`src/rtl/microc_pkg.sv`:
```
// Shared definitions for the microc control-loop checker: opcode classes,
// error codes, checker FSM states and the control bundle layout.
package microc_pkg;

    localparam logic [1:0] OPC_CLASS_REG = 2'b00;
    localparam logic [1:0] OPC_CLASS_IMM = 2'b01;
    localparam logic [5:0] OPC_J         = 6'b100000;
    localparam logic [5:0] OPC_JZ        = 6'b100001;
    localparam logic [5:0] OPC_JNZ       = 6'b100010;

    typedef enum logic [1:0] {
        ERR_NONE     = 2'b00,
        ERR_MISMATCH = 2'b01,
        ERR_ILLEGAL  = 2'b10
    } err_code_e;

    typedef enum logic [1:0] {
        ST_IDLE   = 2'b00,
        ST_SETTLE = 2'b01,
        ST_RUN    = 2'b10,
        ST_FAIL   = 2'b11
    } state_e;

    typedef struct packed {
        logic       s_inc;
        logic       s_inm;
        logic       we;
        logic       wez;
        logic [2:0] alu_op;
    } ctrl_t;

endpackage

```
`src/rtl/microc_ref_decode.sv`:
```
// Golden combinational decode of the microc control unit: expected controls,
// a care mask (jumps ignore s_inm/alu_op) and instruction class flags.
module microc_ref_decode
    import microc_pkg::*;
(
    input  logic [5:0] i_opcode,
    input  logic       i_zero,
    output ctrl_t      o_exp,
    output ctrl_t      o_care,
    output logic       o_legal,
    output logic       o_is_alu,
    output logic       o_is_jmp
);

    always_comb begin
        o_exp    = '0;
        o_care   = '0;
        o_legal  = 1'b0;
        o_is_alu = 1'b0;
        o_is_jmp = 1'b0;
        if (i_opcode[5:4] == OPC_CLASS_REG || i_opcode[5:4] == OPC_CLASS_IMM) begin
            o_legal      = 1'b1;
            o_is_alu     = 1'b1;
            o_exp.s_inc  = 1'b1;
            o_exp.s_inm  = (i_opcode[5:4] == OPC_CLASS_IMM);
            o_exp.we     = 1'b1;
            o_exp.wez    = 1'b1;
            o_exp.alu_op = i_opcode[2:0];
            o_care       = '1;
        end else begin
            case (i_opcode)
                OPC_J:   o_is_jmp = 1'b1;
                OPC_JZ:  begin o_is_jmp = 1'b1; o_exp.s_inc = ~i_zero; end
                OPC_JNZ: begin o_is_jmp = 1'b1; o_exp.s_inc = i_zero;  end
                default: ;
            endcase
            if (o_is_jmp) begin
                o_legal      = 1'b1;
                o_care.s_inc = 1'b1;
                o_care.we    = 1'b1;
                o_care.wez   = 1'b1;
            end
        end
    end

endmodule

```
`config.mk`:
```
export PLATFORM = sky130hd
export DESIGN_NAME = microc_ref_decode
export DESIGN_NICKNAME = d
export VERILOG_FILES = /design/src/rtl/microc_pkg.sv /design/src/rtl/microc_ref_decode.sv
export SDC_FILE = /design/constraint.sdc
export NUM_CORES = 1
export LEC_CHECK = 0
export ABC_AREA = 0
export CAP_MARGIN = 5
export CORE_AREA = 4 4 41 43
export DETAILED_ROUTE_END_ITERATION = 16
export DIE_AREA = 0 0 45 47
export GPL_ROUTABILITY_DRIVEN = 0
export PLACE_DENSITY = 0.57
export SYNTH_ARGS = -nofsm -noshare
export SYNTH_HDL_FRONTEND = slang
export SYNTH_SLANG_ARGS = --single-unit
```
`constraint.sdc`:
```
create_clock -name vclk -period 1.53
set_clock_uncertainty 0.2 [all_clocks]
set_input_delay 0.306 -clock vclk [all_inputs]
set_output_delay 0.306 -clock vclk [all_outputs]
set_load 0.1 [all_outputs]
```
==> results_dict.tcl <==
set metrics [dict create \
    overflow 0 \
    required_ns 1.02 \
    synth.avg_cell_area_um2 7.51 \
    slowest_delay_ns 0.31 \
    end_kind "primary output" \
    wl_per_cell_um 8.85 \
    die_area_um2 2120 \
    vias 198 \
    route.met2.wl_um 249 \
    tightestPinTransition_ns 0.250 \
    route.met3.wl_um 91 \
    path_buf_inv 2 \
    dp_worst_setup_slack_ns -0.561 \
    routed_via_density 3.67 \
    synth_largest_area_cell "buf_4" \
    final-setup-viol-count 6 \
    leakagePower_nw 0.256 \
    dr.pass1.iters 1 \
    ys_warn_count 0 \
    drt-met1-wl_um 137 \
    crit_family "simple AND/OR/NAND/NOR gates" \
    synth_cell_types 9 \
    grt_pass1_wl_um 717 \
    port_buffers 24 \
    final_cell_mix "18 x buf_12, 4 x and2b_2, 3 x buf_6" \
    totalWireLength_um 478 \
    antenna_found_initial 0 \
    slew_headroom_pct 83.2 \
    route.detailed.drc 0 \
    ant_nets 0 \
    slowest_stage "nor4b_4" \
    grt_pass1_vias 176 \
    die_w_um 45 \
    final_cell_count_no_fill 54 \
    comb_power_share_pct 100.0 \
    nNetsFinal 48 \
    fin_crit_ns 1.68 \
    post-cts-setup-buffer-count 0 \
    rsz0062_at_grt "yes" \
    synth_nets 29 \
    crit_path_max_fanout 3 \
    num_rows 13 \
    power_frac_clock_pct 0 \
    synthTopCellsByArea "buf_4 41%, and2b_2 21%, nor4b_4 14%" \
    yosysSeqAreaShare_pct 0 \
    p_switching_mw 0.221 \
    synthesis.area_um2 165 \
    seq_cell_count 0 \
    netSwitchingFraction_pct 64.5 \
    fin_area_um2 588 \
    status "finished with violations" \
    synth_top_area_share_pct 40.9 \
    post-route-util_pct 45.2 \
    hold_class "input port to primary output" \
    diodes 0 \
    post-route-period-util_pct 110 \
    internal_power_mw 0.122 \
    drtIter0Drc 0 \
    area_delta_synth_final_pct 256 \
    ios 24 \
    startpoint_type "input port" \
    die_y_um 47 \
    dp_cells 54 \
    crit_chain "buf_6 -> nor4b_4 -> nand2_4 -> o21ai_4 -> buf_12" \
    fin_ws_ns -0.150 \
    top_layer "met3" \
    power.density_nw_per_um2 583 \
    fillCellCount 130 \
    seqCellArea_um2 0 \
    initial_core_util_pct 12.7 \
    peakVddDrop_v 0.000177 \
    drive_gt1_share_pct 89.7 \
    slew_violations 0 \
    core_um2 1300 \
    grtUsageTotal_pct 4.33 \
    max_cap_violations 0 \
    grt_max_degree 8 \
    p_seq_share_pct 0 \
    synth_cells 22 \
    clkbuf_count 0 \
    hold_buffers 0 \
    cp_data_arrival_time_ns 1.17 \
    violations "setup timing" \
    layout_commonest_cell "buf_12" \
    dp.final_hpwl_um 474 \
    final_hold_viol_count 0 \
    placed_cell_area_um2 581 \
    critPathKind "input port to primary output" \
    fmax_mhz 595 \
]
-- area by class of cell --
| class | instances | area, µm² | area share (%) |
|---|---|---|---|
| Tap cell | 15 | 18.8 | 3.19 |
| Multi-Input combinational cell | 11 | 123 | 20.9 |
| Timing Repair Buffer | 26 | 432 | 73.4 |
| Inverter | 2 | 15.0 | 2.55 |
-- through the flow --
step	total power [mW]	hold WS (ns)	TNS [ns]
2_1_floorplan	0.228	0.590	-1.94
3_3_place_gp	0.345	1.23	-7.17
3_5_place_dp	0.346	1.26	-7.33
4_1_cts	0.345	0.821	-0.877
5_1_grt	0.351	0.826	-1.07
6_report	0.343	0.818	-0.783
-- worst min-delay path: stages --
cell and delay [ns]:
buf_6 0.08, and2b_2 0.16, buf_12 0.17
-- worst paths after layout --
kind	start	endpoint	slack, ns	cells past startpoint
worst min-delay path	i_opcode[2]	o_exp[2]	0.82	3
worst max-delay path	i_opcode[2]	o_exp[6]	-0.15	5
-- power by group through the flow --
stage	clock network, mW	registers (mW)	logic (mW)
after global routing	0	0	0.351
final	0	0	0.343
after detailed placement	0	0	0.346
after global placement	0	0	0.345
after floorplan	0	0	0.228
after CTS	0	0	0.345
-- per-layer routing --
metal	vias to the layer above	track usage, %
li1	96	-
met1	86	4.72
met2	16	8.76
met3	0	1.15
met4	0	0
met5	-	0
-- kinds of logic (layout without fill, tap and decap cells) --
group / count (synthesis) / in the layout / share of synthesized area, %
buf+inv: 11 / 28 / 45.5
compound gates: 2 / 2 / 6.05
simple gates: 9 / 9 / 48.5
-- cell usage after synthesis, drive strengths merged --
library cell and count:
a21oi 1, and2b 4, buf 9, inv 2, nand2 3, nor3b 1, nor4b 1, o21ai 1
-- what timing repair did --
action,in CTS,in global routing
resized for setup,24,2
hold endpoints to repair,0,0
endpoints found under the setup margin,17,13
pin swaps,5,4
No activity file was read; power rests on OpenSTA's default activity.
